$ cat config.mk
export PLATFORM = sky130hd
export DESIGN_NAME = dff_pipe_vr
export DESIGN_NICKNAME = d
export VERILOG_FILES = /design/src/rtl/dff_pipe_vr.sv
export SDC_FILE = /design/constraint.sdc
export NUM_CORES = 1
export LEC_CHECK = 0
export CAP_MARGIN = 20
export CORE_MARGIN = 2
export CORE_UTILIZATION = 50
export DETAILED_ROUTE_END_ITERATION = 10
export GPL_ROUTABILITY_DRIVEN = 0
export PLACE_DENSITY = 0.75
export SLEW_MARGIN = 25
export SYNTH_ARGS = -nofsm -noshare
export SYNTH_HDL_FRONTEND = slang
export SYNTH_SLANG_ARGS = --single-unit
$ cat constraint.sdc
create_clock -name clk -period 4.2 [get_ports clk]
set_input_delay 1.05 -clock clk [delete_from_list [all_inputs] [get_ports clk]]
set_output_delay 1.05 -clock clk [all_outputs]
set_load 0.05 [all_outputs]
$ cat src/rtl/dff_pipe_vr.sv
// Registered delay pipeline of DEPTH stages with valid/ready flow control.
// Empty stages pull from upstream even while the output stalls, so internal bubbles collapse.
module dff_pipe_vr #(
  parameter int               WIDTH      = 8,
  parameter int               DEPTH      = 4,
  parameter logic [WIDTH-1:0] RESET_VAL  = '0,
  parameter bit               CLEAR_DATA = 1'b1
) (
  input  logic                       clk,
  input  logic                       reset,
  input  logic                       in_valid,
  output logic                       in_ready,
  input  logic [WIDTH-1:0]           in_data,
  output logic                       out_valid,
  input  logic                       out_ready,
  output logic [WIDTH-1:0]           out_data,
  input  logic                       flush,
  output logic [$clog2(DEPTH+1)-1:0] count
);

  localparam int CW = $clog2(DEPTH+1);

  // Handshake: a word moves across a port only on a rising edge where valid and ready are
  // both high; valid never waits for ready, and ready may depend combinationally on out_ready.

  logic [DEPTH-1:0] v;
  logic [WIDTH-1:0] d     [DEPTH];
  logic [DEPTH-1:0] adv;
  logic [DEPTH-1:0] src_v;
  logic [WIDTH-1:0] src_d [DEPTH];
  logic [CW-1:0]    count_c;

  // A stage may advance when it is empty or everything downstream of it advances.
  always_comb begin
    logic acc;
    acc = out_ready;
    for (int k = DEPTH - 1; k >= 0; k--) begin
      acc    = !v[k] | acc;
      adv[k] = acc;
    end
  end

  for (genvar k = 0; k < DEPTH; k++) begin : g_src
    if (k == 0) begin : g_head
      assign src_v[k] = in_valid & !flush;
      assign src_d[k] = in_data;
    end else begin : g_body
      assign src_v[k] = v[k-1];
      assign src_d[k] = d[k-1];
    end
  end

  always_ff @(posedge clk) begin
    if (reset) begin
      v <= '0;
    end else if (flush) begin
      v <= '0;
    end else begin
      for (int k = 0; k < DEPTH; k++) begin
        if (adv[k]) v[k] <= src_v[k];
      end
    end
  end

  // Data only loads alongside a valid word; a flush leaves the data registers untouched.
  always_ff @(posedge clk) begin
    if (reset) begin
      if (CLEAR_DATA) begin
        for (int k = 0; k < DEPTH; k++) d[k] <= RESET_VAL;
      end
    end else if (!flush) begin
      for (int k = 0; k < DEPTH; k++) begin
        if (adv[k] && src_v[k]) d[k] <= src_d[k];
      end
    end
  end

  always_comb begin
    count_c = '0;
    for (int k = 0; k < DEPTH; k++) count_c = count_c + CW'(v[k]);
  end

  assign in_ready  = adv[0] & !flush;
  assign out_valid = v[DEPTH-1];
  assign out_data  = d[DEPTH-1];
  assign count     = count_c;

endmodule

# Word level (Yosys, flattened, before mapping)
# Memory sizes are Yosys's and may differ from the RTL's.
# Index checks and enable logic that the tools add are counted.
[totals]
regBits = 4
ramBits = 32
input_bits = 13
word_cells = 50
mem_count = 1
[memory_table]
columns = ["name", "depth", "width", "read_ports", "rd_clocked_by_memory_dff", "write_ports", "line", "rtl"]
rows = [
  ["d", 4, 8, 4, 0, 4, "27", "logic [WIDTH-1:0] d [DEPTH];"],
]
[classes]
add_sub_neg = 3
muxes = 22
n_bitwise = 10
n_reduce_logical = 10
[op_table]
columns = ["cell", "n"]
rows = [
  ["$mux 8", 4],
  ["$mux 1", 18],
  ["$or 1x1->1", 8],
  ["$logic_not 1->1", 5],
  ["$logic_and 1x1->1", 4],
  ["$add 2x1->3", 1],
  ["$add 3x1->3", 1],
  ["$add 1x1->2", 1],
  ["$and 1x1->1", 2],
  ["$reduce_or 2->1", 1],
]

# Longest topological paths before layout
# Gate-level depths: netlist (run 1).
[logic_depth]
word_depth = 11
mapped_depth = 6
mapped_depth_nobuf = 5

# Least setup slack after synthesis (run 1)
# Ideal clock, no wire load.
[synth_timing]
kind = "in2out"
start = "input port out_ready"
end = "output port in_ready"
arrival_time_ns = 2.183
required_time_ns = 3.150
path_slack_ns = 0.967
path_stages = 3
cell_sequence = "and4b_4 > buf_8 > a21oi_1"
[synth_between]
elab_chain_len = 5
[synth_lines]
columns = ["element", "line", "rtl"]
rows = [
  ["start, declared", "15", "input logic out_ready,"],
  ["$or 1x1->1 (4 in a row)", "38", "acc = !v[k] | acc;"],
  ["$and 1x1->1", "83", "assign in_ready = adv[0] & !flush;"],
  ["end, declared", "12", "output logic in_ready,"],
]
# Every way passes these cells.

# Worst setup path in the final report (run 1)
[layout_timing]
start = "register v[1]"
end = "output port count[1]"
[layout_between]
elab_chain_len = 3
[layout_lines]
columns = ["element", "line", "rtl"]
rows = [
  ["start, declared", "26", "logic [DEPTH-1:0] v;"],
  ["start signal, assigned by index", "60", "if (adv[k]) v[k] <= src_v[k];"],
  ["$add 1x1->2", "80", "for (int k = 0; k < DEPTH; k++) count_c = count_c + CW'(v[k]);"],
  ["$add 2x1->3", "80", ""],
  ["$add 3x1->3", "80", ""],
  ["end, declared", "18", "output logic [$clog2(DEPTH+1)-1:0] count"],
]
# Every way passes these cells.

==> results of run 1 <==
layer usage:
metal / part of all wire / vias up / routed length [um] / GRT usage
met5: 0 / - / 0 / 0
met4: 0.016 / 0 / 40 / 0.0500
met3: 0.060 / 6 / 155 / 0.0595
met2: 0.52 / 32 / 1330 / 0.262
met1: 0.41 / 481 / 1050 / 0.158
li1: - / 487 / - / -
logic make-up after synthesis:
group                      share of synthesized area
and+or+nand+nor                                0.232
AOI/OAI and AO/OA                             0.0808
adders and majority gates                     0.0260
DFF                                            0.600
buffers and inverters                         0.0613
synthesized netlist by cell type (2+ instances only):
| cell | n | share of area |
|---|---|---|
| edfxtp_1 | 32 | 0.55 |
| a21oi_1 | 3 | 0.0086 |
| buf_6 | 3 | 0.019 |
| and4_1 | 8 | 0.040 |
| nand2b_1 | 3 | 0.011 |
| buf_4 | 2 | 0.0086 |
| clkbuf_1 | 2 | 0.0043 |
| nor4b_2 | 7 | 0.061 |
| nor3_2 | 8 | 0.046 |
| inv_1 | 7 | 0.015 |
| o211a_1 | 8 | 0.046 |
| nand2_1 | 8 | 0.017 |
| dfxtp_1 | 4 | 0.046 |
| ha_1 | 2 | 0.014 |
worst reg2reg max path, stage by stage (launching register included):
cell and delay (ns):
dfxtp_1 0.45, and4b_4 0.34, a22oi_1 0.63
cell type report:
| cell class | instances | area, um2 |
|---|---|---|
| fill | 271 | 1290 |
| sequential | 36 | 1040 |
| clock inverter | 2 | 35.0 |
| clock buffer | 6 | 41.3 |
| inverter | 8 | 30.0 |
| tap | 46 | 57.6 |
| timing repair buffer | 26 | 255 |
| multi-input combinational | 62 | 588 |
cells in the final DEF (no fill, tap or decap), drive strengths merged:
cell type	n
a31o	2
nand4b	1
edfxtp	32
clkdlybuf4s50	24
nor3b	1
o21a	1
a22oi	1
nor2b	1
nor3	8
bufinv	1
nand2	8
a21oi	3
dfxtp	4
clkinv	1
or2	1
and4b	1
o21ai	1
nor2	1
fa	1
o31ai	1
nor4b	8
ha	2
inv	8
and3b	1
and4	8
o211a	8
nand2b	3
buf	2
clkbuf	6
where the power goes:
group	switching (mW)	total, mW	internal, mW
Clock	0.114	0.239	0.125
Sequential	0.00473	0.409	0.404
Combinational	0.0363	0.0619	0.0256
Total	0.155	0.710	0.555
through the flow:
step                      std cells  cell area [um2]
after floorplan                 115             1740
after global placement          178             1970
after detailed placement        178             1970
after CTS                       186             2050
after global routing            186             2050
final                           186             2050
sequential cells by signal, summed over array words and instances (netlist names):
| signal | count |
|---|---|
| v | 4 |
| d | 32 |
worst paths after layout:
kind / end / slack (ns) / cells after the start / from
max reg2reg: d[0][1] / 2.43 / 2 / v[2]
min reg2reg: v[0] / 0.59 / 1 / v[0]
min: v[0] / 0.59 / 1 / v[0]
max: count[1] / 0.36 / 6 / v[1]
==> reports/results.ini, run 1 <==
[sta]
setup_tns_ns=0
layout_min_cycle_time_ns=3.84
finalSetupViolCount=0
hold_viol_final=0
fmax_mhz=260
holdWs_ns=0.587
fin_crit_sh=0.914
tightestPinTransition_ns=0.795
grt_setup_unrepaired=no
finalMaxSlewViolations=0
layout_setup_ws_ns=0.361
slew_headroom=0.470
skew_ns=0.00671

[power_and_ir_drop]
p_leak_nw=0.774
ir_worst_vdd_v=0.000227
p_total_uw=710
p_per_area_nw_per_um2=347

[routing]
ant_nets=0
drt-total-wl_mm=2.57
drtIter0Drc=28
first_pass_iters=4
vias=1006
routed_via_density=5.41
drt-wirelength-per-cell_um=13.8
drc=0

[placed_design]
dp_worst_setup_slack_ns=0.743
io_buffers=25
dp_hpwl_mm=1.92

[worst_setup_path]
cp_max_fo=12
cp_cell_sequence=inv_1 > fa_1 > inv_1 > ha_1 > ha_1 > clkdlybuf4s50_1
startpoint_type=register
crit_required_ns=3.15
path_delay_family=buffers and inverters
end_kind=output pin
critical_path_class=reg -> out
cp.arrival_ns=2.79
slowest_stage=clkdlybuf4s50_1
crit_buf_inv=3
slowest_delay_ns=0.79

[cts]
clkSinkCount=36
cts_resized=0
cts_made_buffers=5
clkTransAtPathRegs_ns=0.11
cts_tree=done
clock_latency_ns=0.34
cts_setup_buffers=0
holdBufCountCts=0
cts_max_level=2
cts_root_buf=clkbuf_4
cts_max_path_buffers=2

[hold_path]
hold_class=reg -> reg

[yosys]
synth_area_um2=1740
yosys_most_used_dff=edfxtp_1
synth.avg_cell_area_um2=15.1
ys_seq_elements=36
async_reset_ff_frac=0
synthDistinctLibCells=32
yosysSeqAreaShare=0.600
syn_inst=115
syn-num-nets=131
synth_edf_count=32
yosys_warnings=0

[final_layout]
post-route-util=0.614
area_growth_pct=18.0
drive_gt1_frac=0.221
nets=155
antenna-diode-count=0

[global_routing]
grt_max_degree=15
gr-total-overflow=0
grt_first_pass_wirelength_mm=4.44
grt.total_usage=0.148
antenna_found_initial=0
grt_pass1_vias=1003

[floorplan]
die_x_um=62.9
initial_utilization=0.520
ios=26
core_area_um2=3340
die_height_um=62.9
rows=21
fp.dieArea_um2=3960

[job]
cap_violations=0

[status]
status=complete, no violations

(Power assumes the default switching activity.)
==> run 2, diff against run 1 <==
--- a/config.mk
+++ b/config.mk
@@ -10,7 +10,7 @@
 export CORE_UTILIZATION = 50
 export DETAILED_ROUTE_END_ITERATION = 10
 export GPL_ROUTABILITY_DRIVEN = 0
-export PLACE_DENSITY = 0.75
+export PLACE_DENSITY = 0.84
 export SLEW_MARGIN = 25
 export SYNTH_ARGS = -nofsm -noshare
 export SYNTH_HDL_FRONTEND = slang
==> reports/results.ini, run 2 (same netlist as run 1, synthesis figures left out) <==
[cts]
clkTransAtPathRegs_ns=0.11
cts_root_buf=clkbuf_4
cts_made_buffers=5
holdBufCountCts=0
clkSinkCount=36
cts_max_path_buffers=2
cts_max_level=2
cts_tree=done
cts_resized=0
clock_latency_ns=0.34
cts_setup_buffers=0

[final_layout]
final_common_cell=edfxtp_1
stdcell_count=187
nets=156
multi_input_area_um2=588
antenna-diode-count=0
n_fill_cell=270
top_regs=d (32), v (4)
largest-register=d
largest_register_ffs=32
drive_gt1_frac=0.227
seq_area_um2=1040
layout_common_cells=edfxtp_1, clkdlybuf4s50_1
area_growth_pct=18.5

[sta]
layout_min_cycle_time_ns=3.81
finalSetupViolCount=0
slew_headroom=0.475
finalMaxSlewViolations=0
fmax_mhz=263
fin_crit_sh=0.907
hold_viol_final=0
tightestPinTransition_ns=0.788
setup_tns_ns=0
skew_ns=0.0119
grt_setup_unrepaired=no

[routing]
drtIter0Drc=15
ant_nets=0
drt-wirelength-per-cell_um=14.1
vias=997
drt-total-wl_mm=2.64
first_pass_iters=4
drc=0
routed_via_density=5.33

[power_and_ir_drop]
p_per_area_nw_per_um2=343
p_leak_nw=0.779
ir_worst_vdd_v=0.000205

[floorplan]
die_height_um=62.9
core_area_um2=3340
initial_utilization=0.520
rows=21
ios=26
fp.dieArea_um2=3960
die_x_um=62.9

[placed_design]
placed_cells=179
io_buffers=25
dp_hpwl_mm=1.99

[global_routing]
antenna_found_initial=0
grt_first_pass_wirelength_mm=4.61
grt_pass1_vias=984
gr-total-overflow=0
grtUsageMet1=0.170
met2_usage=0.269
grt.total_usage=0.152
grt_max_degree=15
top_usage_layer=met2
met3_usage=0.0613

[status]
status=complete, no violations

[worst_setup_path]
slowest_stage=clkdlybuf4s50_1
critical_path_class=reg -> out
slowest_delay_ns=0.79
end_kind=output pin
cp_cell_sequence=inv_1 > fa_1 > inv_1 > ha_1 > ha_1 > clkdlybuf4s50_1
startpoint_type=register
cp_max_fo=12
crit_required_ns=3.15
crit_start=v[1]
cp.arrival_ns=2.76
r2r-start=v[2]

[hold_path]
hold_start=d[1][7]
hold_class=reg -> reg

[job]
cap_violations=0

[run 2: cell count changes in the layout (fill, tap and decap cells not counted), sizes merged]
cell	before	now
buf	2	3
[run 2: power breakdown]
part / total (mW) / internal [mW] / switching, mW
combinational: 0.0628 / 0.0261 / 0.0367
clock: 0.234 / 0.125 / 0.109
sequential: 0.409 / 0.404 / 0.00484
[run 2: routing by layer]
| metal | vias to the layer above | wire (um) |
|---|---|---|
| li1 | 493 | - |
| met1 | 477 | 1030 |
| met3 | 2 | 118 |
| met5 | - | 0 |
| met4 | 0 | 24 |
| met2 | 25 | 1460 |
[run 2: area by class of cell]
| class | instances | area share |
|---|---|---|
| timing repair buffer | 27 | 0.128 |
| inverter | 8 | 0.0146 |
| tap | 46 | 0.0280 |
| sequential | 36 | 0.506 |
| clock buffer | 6 | 0.0201 |
| multi-input combinational | 62 | 0.286 |
| clock inverter | 2 | 0.0170 |
[run 2: final timing paths]
kind / end / slack (ns) / depth (start not counted)
worst max-delay path: count[1] / 0.39 / 6
worst min-delay path: d[2][7] / 0.59 / 2
worst max register to register: d[0][0] / 2.41 / 2
worst min register to register: d[2][7] / 0.59 / 2
[run 2: worst max-delay path: cells and delay by family (launching register included)]
| kind | cells | cell delay, ns |
|---|---|---|
| adders and majority gates | 3 | 0.93 |
| buffers and inverters | 3 | 0.95 |
| DFF | 1 | 0.55 |
[run 2: through the flow]
step | util | hold WS [ns] | cell area (um2) | total power, mW | setup slack [ns]
after floorplan | - | 0.530 | 1740 | 0.457 | 0.967
after global placement | 0.593 | 0.554 | 1980 | 0.478 | 0.789
after detailed placement | 0.593 | 0.569 | 1980 | 0.480 | 0.749
after CTS | 0.616 | 0.590 | 2060 | 0.711 | 0.371
after global routing | 0.616 | 0.618 | 2060 | 0.735 | 0.272
final | 0.616 | 0.593 | 2060 | 0.706 | 0.391
==> run 3, diff against run 2 <==
--- a/config.mk
+++ b/config.mk
@@ -9,8 +9,9 @@
 export CORE_MARGIN = 2
 export CORE_UTILIZATION = 50
 export DETAILED_ROUTE_END_ITERATION = 10
+export DONT_BUFFER_PORTS = 1
 export GPL_ROUTABILITY_DRIVEN = 0
-export PLACE_DENSITY = 0.84
+export PLACE_DENSITY_LB_ADDON = 0.2
 export SLEW_MARGIN = 25
 export SYNTH_ARGS = -nofsm -noshare
 export SYNTH_HDL_FRONTEND = slang
==> reports/results.ini, run 3 (same netlist as run 1, synthesis figures left out) <==
[status]
status=complete, no violations

[sta]
holdWs_ns=0.576
finalSetupViolCount=0
layout_setup_ws_ns=0.591
hold_viol_final=0
layout_min_cycle_time_ns=3.61
grt_setup_unrepaired=no
fin_crit_sh=0.859
skew_ns=0.00874
slew_headroom=0.480
tightestPinTransition_ns=0.779
fmax_mhz=277
setup_tns_ns=0
finalMaxSlewViolations=0

[worst_setup_path]
ff2ff_setup_slack_ns=2.20
cp.arrival_ns=2.56
cp_max_fo=6
crit_required_ns=3.15
startpoint_type=register
r2r-start=v[3]
r2r-end=d[2][2]
critical_path_class=reg -> out
end_kind=output pin
reg2reg_depth=2

[cts]
cts_made_buffers=5
cts_max_path_buffers=2
cts_resized=0
clkSinkCount=36
cts_max_level=2
clock_latency_ns=0.33
cts_setup_buffers=0
cts_root_buf=clkbuf_4
holdBufCountCts=0
clkTransAtPathRegs_ns=0.11
cts_tree=done

[floorplan]
core_area_um2=3340
ios=26
die_x_um=62.9
initial_utilization=0.520
fp.dieArea_um2=3960
die_height_um=62.9
rows=21

[power_and_ir_drop]
p_leak_nw=0.670
p_per_area_nw_per_um2=348
ir_worst_vdd_v=0.000167
p_total_uw=619

[global_routing]
grt_first_pass_wirelength_mm=4.52
met3_usage=0.0667
grt_max_degree=15
antenna_found_initial=0
gr-total-overflow=0
grtUsageMet1=0.145
top_usage_layer=met2
met2_usage=0.278
grt.total_usage=0.151
grt_pass1_vias=988

[final_layout]
area_growth_pct=2.60
layout_common_cells=edfxtp_1, and4_1, nand2_1, nor3_2, o211a_1
largest-register=d
n_fill_cell=282
antenna-diode-count=0
top_regs=d (32), v (4)
final_common_cell=edfxtp_1
post-route-util=0.534
drive_gt1_frac=0.270
largest_register_ffs=32
nets=130

[routing]
drc=0
first_pass_iters=4
vias=907
drt-wirelength-per-cell_um=15.5
routed_via_density=5.63
ant_nets=0
drtIter0Drc=35
drt-total-wl_mm=2.49

[placed_design]
dp_hpwl_mm=1.86
io_buffers=0
dp_worst_setup_slack_ns=0.953

[hold_path]
holdPathEnd=v[0]
hold_start=v[0]
worstHoldPathCells=1
hold_class=reg -> reg

[job]
cap_violations=0

==> run 3: worst max path at each step <==
stage / to / slack, ns / startpoint
after floorplan: in_ready / 0.97 / out_ready
after global placement: count[1] / 1.01 / v[3]
after detailed placement: count[1] / 0.95 / v[3]
after CTS: count[1] / 0.58 / v[3]
after global routing: count[1] / 0.46 / v[3]
final: count[1] / 0.59 / v[3]
==> run 3: report_power, final <==
part / switching, mW / internal, mW
Clock: 0.108 / 0.0614
Sequential: 0.0143 / 0.405
Combinational: 0.0195 / 0.0108
Total: 0.142 / 0.477
==> run 3: routing by layer <==
metal	vias up	wire, um
li1	436	-
met1	444	894
met2	25	1470
met3	2	113
met4	0	19
met5	-	0
==> run 3: critical path, cell delays in order (launching register included) <==
cell	delay, ns
dfxtp_1	0.75
inv_1	0.15
fa_1	0.56
inv_1	0.04
ha_1	0.17
ha_1	0.56
==> run 3: final cells by class <==
type / count / area [um2] / share of cell area
flip-flops and latches: 36 / 1040 / 0.585
multi-input cells: 62 / 593 / 0.333
well taps: 46 / 57.6 / 0.0323
clock buffers: 5 / 37.5 / 0.0211
inverters: 8 / 30.0 / 0.0169
clock inverters: 3 / 13.8 / 0.00773
repair buffers: 1 / 7.51 / 0.00422
==> run 3: stage by stage <==
step | cell area, um2 | instances
2_1_floorplan | 1740 | 115
3_3_place_gp | 1720 | 153
3_5_place_dp | 1730 | 153
4_1_cts | 1780 | 161
5_1_grt | 1780 | 161
6_report | 1780 | 161
